## src/rtl/code_verifier_seq.sv

```systemverilog
// Sequential passcode verifier: unscrambles the stored code, compares one digit per cycle,
// tracks consecutive failures and enforces a timed lockout.
module code_verifier_seq #(
    parameter int NUM_DIGITS     = 4,
    parameter int DIGIT_W        = 4,
    parameter int ROT            = 1,
    parameter int MAX_ATTEMPTS   = 3,
    parameter int LOCKOUT_CYCLES = 8
) (
    input  logic                                clk,
    input  logic                                rst_n,
    input  logic                                check_req,
    input  logic [NUM_DIGITS*DIGIT_W-1:0]       input_code,
    input  logic [NUM_DIGITS*DIGIT_W-1:0]       stored_code,
    input  logic                                clear_attempts,
    output logic                                busy,
    output logic                                done,
    output logic                                match,
    output logic                                fail,
    output logic                                rejected,
    output logic                                locked,
    output logic [$clog2(MAX_ATTEMPTS+1)-1:0]   attempts
);
    localparam int CW = NUM_DIGITS * DIGIT_W;
    localparam int AW = $clog2(MAX_ATTEMPTS + 1);
    localparam int IW = $clog2(NUM_DIGITS);
    localparam int TW = $clog2(LOCKOUT_CYCLES + 1);
    localparam logic [AW-1:0] MAX_A  = AW'(MAX_ATTEMPTS);
    localparam logic [IW-1:0] LAST   = IW'(NUM_DIGITS - 1);
    localparam logic [TW-1:0] LOCK_T = TW'(LOCKOUT_CYCLES);

    typedef enum logic [1:0] {IDLE, COMPARE, RESULT, LOCKED} state_t;

    state_t                             state_q, state_d;
    logic [NUM_DIGITS-1:0][DIGIT_W-1:0] in_q, in_d, ref_q, ref_d;
    logic [IW-1:0]                      idx_q, idx_d;
    logic                               eq_q, eq_d;
    logic [TW-1:0]                      tmr_q, tmr_d;
    logic [AW-1:0]                      att_q, att_d;
    logic busy_q, busy_d, done_q, done_d, match_q, match_d;
    logic fail_q, fail_d, rej_q, rej_d, lock_q, lock_d;

    logic [2*CW-1:0] dbl;
    logic [CW-1:0]   unscr;
    logic [IW-1:0]   sel;
    logic            dig_eq;

    // Right rotation taken from the doubled word so ROT=0 needs no special case.
    assign dbl    = {stored_code, stored_code};
    assign unscr  = dbl[ROT*DIGIT_W +: CW];
    assign sel    = LAST - idx_q;
    assign dig_eq = (in_q[sel] == ref_q[sel]);

    always_comb begin
        state_d = state_q;
        in_d    = in_q;
        ref_d   = ref_q;
        idx_d   = idx_q;
        eq_d    = eq_q;
        tmr_d   = tmr_q;
        att_d   = att_q;
        done_d  = 1'b0;
        match_d = 1'b0;
        fail_d  = 1'b0;
        rej_d   = 1'b0;
        case (state_q)
            IDLE: begin
                if (clear_attempts) att_d = '0;
                if (check_req) begin
                    in_d    = input_code;
                    ref_d   = unscr;
                    idx_d   = '0;
                    eq_d    = 1'b1;
                    state_d = COMPARE;
                end
            end
            COMPARE: begin
                eq_d  = eq_q & dig_eq;
                idx_d = idx_q + IW'(1);
                if (idx_q == LAST) begin
                    idx_d   = '0;
                    state_d = RESULT;
                    done_d  = 1'b1;
                    match_d = eq_d;
                    fail_d  = ~eq_d;
                end
            end
            RESULT: begin
                if (eq_q) begin
                    att_d   = '0;
                    state_d = IDLE;
                end else begin
                    att_d = att_q + AW'(1);
                    if (att_d == MAX_A) begin
                        tmr_d   = LOCK_T;
                        state_d = LOCKED;
                    end else begin
                        state_d = IDLE;
                    end
                end
            end
            LOCKED: begin
                rej_d = check_req;
                if (tmr_q == TW'(1)) begin
                    state_d = IDLE;
                    att_d   = '0;
                end else begin
                    tmr_d = tmr_q - TW'(1);
                end
            end
            default: state_d = IDLE;
        endcase
        busy_d = (state_d != IDLE);
        lock_d = (state_d == LOCKED);
    end

    always_ff @(posedge clk) begin
        if (!rst_n) begin
            state_q <= IDLE;
            in_q    <= '0;
            ref_q   <= '0;
            idx_q   <= '0;
            eq_q    <= 1'b0;
            tmr_q   <= '0;
            att_q   <= '0;
            busy_q  <= 1'b0;
            done_q  <= 1'b0;
            match_q <= 1'b0;
            fail_q  <= 1'b0;
            rej_q   <= 1'b0;
            lock_q  <= 1'b0;
        end else begin
            state_q <= state_d;
            in_q    <= in_d;
            ref_q   <= ref_d;
            idx_q   <= idx_d;
            eq_q    <= eq_d;
            tmr_q   <= tmr_d;
            att_q   <= att_d;
            busy_q  <= busy_d;
            done_q  <= done_d;
            match_q <= match_d;
            fail_q  <= fail_d;
            rej_q   <= rej_d;
            lock_q  <= lock_d;
        end
    end

    assign busy     = busy_q;
    assign done     = done_q;
    assign match    = match_q;
    assign fail     = fail_q;
    assign rejected = rej_q;
    assign locked   = lock_q;
    assign attempts = att_q;
endmodule

```

## config.mk

```make
export PLATFORM = sky130hd
export DESIGN_NAME = code_verifier_seq
export DESIGN_NICKNAME = d
export VERILOG_FILES = /design/src/rtl/code_verifier_seq.sv
export SDC_FILE = /design/constraint.sdc
export NUM_CORES = 1
export LEC_CHECK = 0
export BUFFER_PORTS_ARGS = -buffer_cell sky130_fd_sc_hd__buf_2
export CORE_MARGIN = 2
export CORE_UTILIZATION = 35
export CTS_CLUSTER_DIAMETER = 120
export DETAILED_ROUTE_END_ITERATION = 6
export SETUP_SLACK_MARGIN = 0.1
export SLEW_MARGIN = 10
export SYNTH_ARGS = -nofsm -noshare
export SYNTH_HDL_FRONTEND = slang
export SYNTH_SLANG_ARGS = --single-unit
```

## constraint.sdc

```tcl
create_clock -name clk -period 2.3 [get_ports clk]
set_clock_uncertainty 0.2 [all_clocks]
set_input_delay 0.345 -clock clk [delete_from_list [all_inputs] [get_ports clk]]
set_output_delay 0.345 -clock clk [all_outputs]
set_load 0.02 [all_outputs]
```

==> metrics.cfg, run 1 <==
[sta]
worst_pin_slew_ps=587
slew_viol_final=0
hold_viol_final=0
fmax_mhz=531
setup_viol=0
finalCritPeriodShare=0.818
setup_tns_ps=0
rsz0062_at_grt=false
finalCriticalPeriod_ps=1880
slew_headroom=0.609
worst_slack_ps=418

[routing]
routed_wl_mm=4.17
viasPerCell=4.61
ant_nets=0
routedWlPerCell_um=11.5
drcViolationCount=0
via_count=1669
firstDrtPassIters=4
drt_iter0_drc=45

[critical_path]
crit_fanout=7
cp_slowest_cell=dfxtp_1
worstPathRequired_ps=2290
endpoint_kind=register
cp-start-kind=register
arrival_ps=1870
r2r_cells=6
crit_type=register to register
slowest_delay_ps=410
crit_chain=ha_1 -> or3b_4 -> a32oi_4 -> o21ai_1 -> o21ai_0 -> a21boi_1
cp-startpoint=tmr_q[0]
regToRegSetupSlack_ps=420
r2r-end=state_q[0]
worstReg2RegStart=tmr_q[0]
crit_end=state_q[0]

[logic_synthesis]
synth-edff-count=0
ys_seq_area_frac=0.460
ys_ff_latch=49
synth_area_um2=2130
synthArstFlopShare=0
synthFlopType=dfxtp_1
synthCells=247
synth.distinct_cells=33
syn_avg_cell_area_um2=8.64
syn_nets=287
synth_warnings=0

[final_layout]
drive_above_1_share=0.206
nets=326
area_delta_synth_final_pct=18.6
n_antenna_cell=0

[placement]
portBuffers=43
pre_cts_slack_ps=280
gp_congestion=0.740
dpl.hpwl_mm=2.94

[floorplanning]
die_x_um=82.1
core_um2=5920
row_count=28
io_pins=44
die-area_um2=6740
dieHeight_um=82.1
start_util=0.360

[global_routing]
grt_pass1_vias=1554
antenna_found_initial=0
track_usage=0.137
overflow=0
grt_max_degree=33
grt_first_pass_wirelength_mm=6.97

[flow_run]
maxCapViolCount=0

[clock_tree]
cts_tree=yes
cts_hold_buf=0
cts_buffer_depth=2
clkTransAtPathRegs_ps=90
cts_root_buffer=clkbuf_8
clock-sinks=49
insertion_delay_ps=300
cts_max_level=2
cts_made_buffers=5

[min_path]
hold_class=input port to register
whs_path_depth=3

[power]
vdd_drop_max_mv=0.477
power_density_nw_per_um2=690
p_leak_nw=1.06

[run_status]
outcome=finished, final reports clean

## report_power, final
part / leakage [nW] / internal (mW) / total (mW) / switching, mW
sequential: 0.401 / 0.889 / 0.918 / 0.0291
combinational: 0.600 / 0.0878 / 0.188 / 0.101
clock: 0.0574 / 0.354 / 0.640 / 0.286
## metrics by stage
stage	utilization	instance area, um2	power [mW]	hold WS (ps)	cells
final	0.427	2530	1.75	77.1	362
after global placement	0.407	2410	1.13	262	354
after CTS	0.427	2530	1.77	70.7	362
after floorplan	-	2130	1.06	255	247
after detailed placement	0.407	2410	1.13	268	354
after global routing	0.427	2530	1.84	74.3	362
## routing by layer
metal | track usage | part of all wire | routed length [um] | vias to the layer above
met1 | 0.166 | 0.48 | 1990 | 744
met4 | 0.0400 | 0.012 | 48 | 0
met5 | 0 | 0 | 0 | -
met2 | 0.233 | 0.47 | 1960 | 27
met3 | 0.0429 | 0.042 | 174 | 6
li1 | - | - | - | 892
## registers in the layout (all words and copies together), names as in the netlist
| signal | flops |
|---|---|
| in_q | 16 |
| match | 1 |
| tmr_q | 4 |
| fail | 1 |
| eq_q | 1 |
| state_q | 2 |
| ref_q | 16 |
| busy | 1 |
| idx_q | 2 |
| done | 1 |
| rejected | 1 |
| locked | 1 |
| attempts | 2 |
## cell usage in the layout, fill, tap and decap left out, drive strengths merged, types with 3 or more instances in the layout
cell	netlist	final
xnor2	5	5
buf	7	47
a21oi	5	5
ha	4	4
dfxtp	49	49
xor2	13	13
o21ai	7	7
clkbuf	8	6
nand2	70	70
nor2	7	7
nor4	3	3
nor2b	8	8
a21boi	35	35
inv	4	4
## cells in the mapped netlist, drive strengths merged, types with 2 or more instances
cell type / number / area [um2]
clkbuf: 8 / 30.0
nor3b: 2 / 20.0
and3: 2 / 12.5
a21oi: 5 / 25.0
inv: 4 / 15.0
nand4: 2 / 12.5
nand2: 70 / 263
o21ai: 7 / 35.0
xor2: 13 / 114
nor2: 7 / 26.3
a21boi: 35 / 263
buf: 7 / 33.8
nor4: 3 / 18.8
a22oi: 2 / 15.0
and2: 2 / 12.5
dfxtp: 49 / 981
xnor2: 5 / 43.8
nor2b: 8 / 50.1
ha: 4 / 50.1
mux2i: 2 / 20.0
nor3: 2 / 10.0
## logic make-up (layout without fill, tap and decap cells)
kind of cell               count (synthesis)  in the layout  synth area share
and+or+nand+nor                          102            102             0.214
DFF                                       49             49             0.460
muxes                                      2              2           0.00938
AOI/OAI and AO/OA                         53             53             0.182
adders and majority gates                  4              4            0.0235
xor gates and xnor gates                  18             18            0.0739
buffers and inverters                     19             59            0.0369
## worst min-delay path by stage
stage | to | startpoint | slack (ps)
global route | ref_q[14] | stored_code[2] | 70
floorplan | in_q[11] | in_q[11] | 260
CTS | ref_q[1] | stored_code[5] | 70
global placement | in_q[4] | in_q[4] | 260
finish | in_q[9] | input_code[9] | 80
detailed placement | in_q[2] | in_q[2] | 270
## critical path: cells and delay by family (launching register included)
kind | cells | cell delay (ps)
AOI/OAI and AO/OA | 4 | 600
DFF | 1 | 410
and+or+nand+nor | 1 | 410
adders and majority gates | 1 | 160
## layout make-up
cell class / count / area [um2]
clock buffer: 6 / 82.6
clock inverter: 2 / 37.5
fill: 623 / 3390
inverter: 4 / 15.0
multi-input combinational: 179 / 1070
sequential: 49 / 981
tap: 75 / 93.8
timing repair buffer: 47 / 245
## what timing repair did
| action | 4_1_cts | 5_1_grt |
|---|---|---|
| gates resized for setup | 0 | 1 |
| buffers inserted | 0 | 0 |
| endpoints found under the setup margin | 0 | 2 |
(Power assumes the default switching activity.)
==> run 2: changes to the inputs <==
- ABC_AREA: default -> 1
- clock period: 2.3 -> 1.74 ns (I/O delays scaled with it)
==> run 2 against run 1 <==
Net effect:
- first-iteration DRC count increased by 80%
- cell count up 16%
- clock power is 3.6% higher
- core utilization up 0.49 points
- wire length up 4.2%
- register-to-register slack worse by 170 ps
- sequential share of layout area down 0.39 points
- fmax rose by 26%
- final area is 1.1% higher
==> metrics.cfg, run 2 <==
[floorplanning]
start_util=0.361  ; was 0.360
die_x_um=82.1  ; about the same
die-area_um2=6740  ; about the same
row_count=28  ; unchanged
core_um2=5920  ; unchanged
dieHeight_um=82.1  ; about the same
io_pins=44  ; unchanged

[routing]
via_count=1922  ; was 1669
ant_nets=0  ; unchanged
drt_iter0_drc=81  ; was 45
drcViolationCount=0  ; unchanged
firstDrtPassIters=4  ; unchanged
viasPerCell=4.59  ; was 4.61
routedWlPerCell_um=10.4  ; was 11.5 um
routed_wl_mm=4.35  ; was 4.17 mm

[sta]
whs_ps=13.2  ; was 77.1 ps
slew_headroom=0.821  ; was 0.609
worst_pin_slew_ps=266  ; was 587 ps
setup_tns_ps=0  ; unchanged
slew_viol_final=0  ; unchanged
fmax_mhz=668  ; was 531 MHz
setup_viol=0  ; unchanged
finalCritPeriodShare=0.860  ; was 0.818
hold_viol_final=0  ; unchanged
rsz0062_at_grt=false  ; unchanged
finalCriticalPeriod_ps=1500  ; was 1880 ps

[logic_synthesis]
syn_avg_cell_area_um2=7.19  ; was 8.64 um2
synth-simple-area-share=0.245  ; was 0.214
syn_nets=337  ; was 287
synth_compound_area_frac=0.161  ; was 0.182
synth_area_um2=2140  ; was 2130 um2
synthTopCellsByArea=dfxtp_1 46%, nand2_1 9.3%, o21ai_0 8.4%  ; was dfxtp_1 46%, nand2_1 12%, a21boi_0 12%
ys_ff_latch=49  ; unchanged
synth-edff-count=0  ; unchanged
synth_warnings=0  ; unchanged
synthCells=297  ; was 247
synth_top_family_by_area=simple AND/OR/NAND/NOR gates  ; unchanged
synthFlopType=dfxtp_1  ; unchanged
synth.distinct_cells=29  ; was 33
ys_seq_area_frac=0.459  ; was 0.460
synth_most_common_cell=nand2_1  ; unchanged
synthArstFlopShare=0  ; unchanged
synth_top_area_frac=0.459  ; was 0.460
synthXorXnorAreaFrac=0.0164  ; was 0.0739
synth_fa_ha_area_frac=0.0234  ; was 0.0235
yosys-top-cells-count=53 x nand2_1, 49 x dfxtp_1, 40 x nor2_1, 36 x o21ai_0, 33 x inv_1  ; was 70 x nand2_1, 49 x dfxtp_1, 33 x a21boi_0, 13 x xor2_1
synth_top_area_cell=dfxtp_1  ; unchanged
synth.area.mux_share=0  ; was 0.00938

[critical_path]
crit_fanout=8  ; was 7
worstPathRequired_ps=1780  ; was 2290 ps
arrival_ps=1540  ; was 1870 ps
crit_type=register to register  ; unchanged
cp-start-kind=register  ; unchanged
endpoint_kind=register  ; unchanged

[global_routing]
track_usage=0.139  ; was 0.137
grt_max_degree=37  ; was 33
antenna_found_initial=0  ; unchanged
overflow=0  ; unchanged
grt_first_pass_wirelength_mm=7.17  ; was 6.97 mm
grt_pass1_vias=1709  ; was 1554

[run_status]
outcome=finished, final reports clean  ; unchanged

[clock_tree]
cts_max_level=2  ; unchanged
cts_made_buffers=5  ; unchanged
cts_root_buffer=clkbuf_8  ; unchanged
clkTransAtPathRegs_ps=80  ; was 90 ps
insertion_delay_ps=290  ; was 300 ps
cts_buffer_depth=2  ; unchanged
cts_tree=yes  ; unchanged
clock-sinks=49  ; unchanged

[final_layout]
final_common_cell=nand2_1  ; unchanged
area_delta_synth_final_pct=19.8  ; was 18.6%
drive_above_1_share=0.209  ; was 0.206
final_util=0.432  ; was 0.427
n_antenna_cell=0  ; unchanged
reg_top3=in_q: 16 flops, ref_q: 16 flops, tmr_q: 4 flops  ; unchanged
nets=384  ; was 326
final_cell_mix=53 x nand2_1, 48 x dfxtp_1, 43 x buf_2  ; was 70 x nand2_1, 49 x dfxtp_1, 43 x buf_2

[power]
power_density_nw_per_um2=878  ; was 690 nW/um2
vdd_drop_max_mv=0.415  ; was 0.477 mV
p_leak_nw=1.17  ; was 1.06 nW

[flow_run]
maxCapViolCount=0  ; unchanged

[placement]
portBuffers=43  ; unchanged
dpl.hpwl_mm=3.24  ; was 2.94 mm
gp_congestion=0.765  ; was 0.740

[min_path]
hold_class=input port to register  ; unchanged

==> run 2: final timing paths <==
path                to  slack, ps      startpoint  depth (start not counted)
max               busy        240        tmr_q[1]                          8
min          ref_q[12]         10  stored_code[0]                          3
max reg2reg       busy        240        tmr_q[1]                          8
min reg2reg   ref_q[6]        270        ref_q[6]                          2
==> run 2: timing repair <==
action / CTS / global route
hold buffers: 2 / 0
endpoints found under the hold margin: 2 / 0
resized for setup: 0 / 1
setup endpoints to repair: 0 / 5
setup buffers: 0 / 0
==> run 2: cell families (layout without fill, tap and decap cells) <==
family / count (synthesis) / in the layout
XOR/XNOR: 4 / 4
adder cells (fa/ha/maj): 4 / 4
flip-flops: 49 / 49
buffers and inverters: 51 / 98
AO/OA/AOI/OAI: 66 / 66
AND/OR/NAND/NOR: 123 / 123
==> run 2: routing by layer <==
| layer | up-vias | track usage | share of wire |
|---|---|---|---|
| li1 | 1038 | - | - |
| met1 | 848 | 0.169 | 0.49 |
| met2 | 34 | 0.235 | 0.46 |
| met3 | 2 | 0.0402 | 0.037 |
| met4 | 0 | 0.0500 | 0.0062 |
| met5 | - | 0 | 0 |
==> run 2: layout make-up <==
class,instances,area (um2)
tap,75,93.8
fill,625,3360
multi-input combinational,197,953
inverter,40,150
timing repair buffer,51,293
sequential,49,982
clock buffer,7,86.3
==> run 2: critical path, stage by stage (launching register included) <==
cell     delay [ps]
dfxtp_1         370
inv_1            70
ha_1            170
nand3_1          90
nand2_1          90
nand2_4         120
nor3_1           50
or2_1           220
nand2_1          60
==> run 2: stage by stage <==
step	instances	power [mW]	worst slack, ps	instance area [um2]
after floorplan	297	1.50	260	2140
after global placement	410	1.60	241	2450
after detailed placement	410	1.61	176	2450
after CTS	419	2.29	147	2560
after global routing	419	2.39	106	2560
final	419	2.25	244	2560
==> run 2: report_power, final <==
group / internal, mW / total [mW] / switching [mW]
registers: 1.19 / 1.24 / 0.0424
logic: 0.147 / 0.347 / 0.200
clock network: 0.316 / 0.663 / 0.347
total: 1.66 / 2.25 / 0.589
==> run 3: changes to the inputs <==
- CORE_UTILIZATION: 35 -> 30
==> run 3 against run 2 <==
Net effect:
- worst hold slack worse by 6.1 ps
- global-route usage fell by 0.67 points
- critical path depth shrank 1
- flip-flop and latch count unchanged
- cell count is 4.5% higher
- via count fell by 1.7%
- wire length is 6.1% higher
- non-clock buffer count is 1 lower
- die area increased by 16%
- sequential power barely moved
- largest cell class unchanged
==> metrics.cfg, run 3 (synthesized netlist as in run 2, its figures left out) <==
[global_routing]
grt_first_pass_wirelength_mm=7.96  ; was 7.17 mm
busiest_layer=met2  ; unchanged
grt_max_degree=34  ; was 37
grt_pass1_vias=1850  ; was 1709
antenna_found_initial=0  ; unchanged
overflow=0  ; unchanged
gr-usage-met1=0.159  ; was 0.169
grt_use_met3=0.0392  ; was 0.0402
grtUsageMet2=0.220  ; was 0.235
track_usage=0.133  ; was 0.139

[final_layout]
finalNonFillerCells=438  ; was 419
n_antenna_cell=0  ; unchanged
num-fill-cells=771  ; was 625
final_common_cell=nand2_1  ; unchanged
final_cell_mix=53 x nand2_1, 47 x dfxtp_1, 43 x buf_2  ; was 53 x nand2_1, 48 x dfxtp_1, 43 x buf_2
nets=383  ; was 384
reg_top3=in_q: 16 flops, ref_q: 16 flops, tmr_q: 4 flops  ; unchanged
area_delta_synth_final_pct=19.9  ; was 19.8%
final_util=0.375  ; was 0.432
drive_above_1_share=0.211  ; was 0.209

[power]
power_density_nw_per_um2=858  ; was 878 nW/um2
p_seq_frac=0.562  ; was 0.550
comb_power_share=0.157  ; was 0.154
p_leak_nw=1.16  ; was 1.17 nW
p_sw_uw=596  ; was 589 uW
pwr-share-clk=0.281  ; was 0.295
swShare=0.271  ; was 0.262
totalPowerFinal_mw=2.20  ; was 2.25 mW
p_int_mw=1.60  ; was 1.66 mW
vdd_drop_max_mv=0.292  ; was 0.415 mV

[routing]
viasPerCell=4.31  ; was 4.59
routedWlPerCell_um=10.5  ; was 10.4 um
firstDrtPassIters=4  ; unchanged
via_count=1889  ; was 1922
drt_iter0_drc=67  ; was 81
ant_nets=0  ; unchanged
routed_wl_mm=4.61  ; was 4.35 mm
drcViolationCount=0  ; unchanged

[floorplanning]
core_um2=6830  ; was 5920 um2
row_count=30  ; was 28
start_util=0.313  ; was 0.361
die-area_um2=7810  ; was 6740 um2
io_pins=44  ; unchanged
die_x_um=88.4  ; was 82.1 um
dieHeight_um=88.4  ; was 82.1 um

[sta]
setup_tns_ps=0  ; unchanged
setup_viol=0  ; unchanged
hold_viol_final=0  ; unchanged
worst_pin_slew_ps=290  ; was 266 ps
slew_headroom=0.806  ; was 0.821
rsz0062_at_grt=false  ; unchanged
worst_slack_ps=190  ; was 244 ps
finalCriticalPeriod_ps=1550  ; was 1500 ps
fmax_mhz=645  ; was 668 MHz
slew_viol_final=0  ; unchanged
finalCritPeriodShare=0.891  ; was 0.860

[run_status]
outcome=finished, final reports clean  ; unchanged

[min_path]
min-delay-start=stored_code[12]  ; was stored_code[0]
hold_class=input port to register  ; unchanged
whs_path_depth=3  ; unchanged
hold_end=ref_q[8]  ; was ref_q[12]

[critical_path]
cp-start-kind=input port  ; was register
endpoint_kind=register  ; unchanged
r2r-end=busy  ; unchanged
worstReg2RegStart=state_q[0]  ; was tmr_q[1]
r2r_cells=7  ; was 8
crit_fanout=17  ; was 8
regToRegSetupSlack_ps=260  ; was 240 ps
crit_type=input port to register  ; was register to register
worstPathRequired_ps=1790  ; was 1780 ps
arrival_ps=1600  ; was 1540 ps

[placement]
dpl.hpwl_mm=3.43  ; was 3.24 mm
portBuffers=43  ; unchanged
gp_congestion=0.774  ; was 0.765
pre_cts_slack_ps=223  ; was 176 ps
dp_cells=430  ; was 410

[clock_tree]
cts_made_buffers=5  ; unchanged
cts_tree=yes  ; unchanged
cts_max_level=2  ; unchanged
cts_root_buffer=clkbuf_8  ; unchanged
clkTransAtPathRegs_ps=80  ; about the same
clock-sinks=49  ; unchanged
cts_setup_buffers=0  ; unchanged
insertion_delay_ps=310  ; was 290 ps
cts_buffer_depth=2  ; unchanged

[flow_run]
maxCapViolCount=0  ; unchanged

[run 3: changes by cell type in the layout (fill, tap and decap cells not counted), sizes merged]
cell / change
clkinv: +1
clkbuf: -2
buf: -1
[run 3: stage by stage]
| stage | hold WS [ps] | cell area (um2) |
|---|---|---|
| 2_1_floorplan | 175 | 2140 |
| 3_3_place_gp | 251 | 2460 |
| 3_5_place_dp | 254 | 2460 |
| 4_1_cts | 7.54 | 2550 |
| 5_1_grt | 12.5 | 2560 |
| 6_report | 7.14 | 2560 |
[run 3: timing repair]
| item | in CTS | in global routing |
|---|---|---|
| endpoints found under the setup margin | 0 | 3 |
| hold endpoints to repair | 2 | 0 |
| hold buffers | 2 | 0 |
| gates resized for setup | 0 | 4 |
[run 3: worst max path at each step]
stage / slack [ps] / end / startpoint
after CTS: 180 / busy / check_req
after detailed placement: 220 / fail / idx_q[0]
after floorplan: 260 / busy / attempts[0]
after global routing: 100 / busy / check_req
after global placement: 250 / fail / idx_q[0]
final: 190 / busy / check_req
[run 3: worst max-delay path, stage by stage]
cell and delay, ps:
dlygate4sd3_1 520, buf_2 120, nand2_2 80, inv_2 240, nor3_1 90, or2_1 230
nand2_1 60
[run 3: layer usage]
| metal | vias up | part of all wire |
|---|---|---|
| li1 | 1034 | - |
| met1 | 816 | 0.48 |
| met2 | 32 | 0.45 |
| met3 | 7 | 0.045 |
| met4 | 0 | 0.022 |
| met5 | - | 0 |
[run 3: final cells by class]
cell class / count / area, um2 / area share
inverter: 40 / 150 / 0.0587
clock inverter: 1 / 5.00 / 0.00196
clock buffer: 5 / 68.8 / 0.0269
multi-input combinational: 197 / 953 / 0.372
sequential: 49 / 986 / 0.385
timing repair buffer: 50 / 277 / 0.108
tap: 96 / 120 / 0.0469
[run 3: power by group through the flow]
| stage | Clock, mW | Sequential [mW] | Combinational (mW) |
|---|---|---|---|
| 6_report | 0.617 | 1.24 | 0.345 |
| 5_1_grt | 0.690 | 1.25 | 0.407 |
| 4_1_cts | 0.635 | 1.24 | 0.349 |
| 3_5_place_dp | 0 | 1.26 | 0.343 |
| 3_3_place_gp | 0 | 1.26 | 0.337 |
| 2_1_floorplan | 0 | 1.25 | 0.243 |
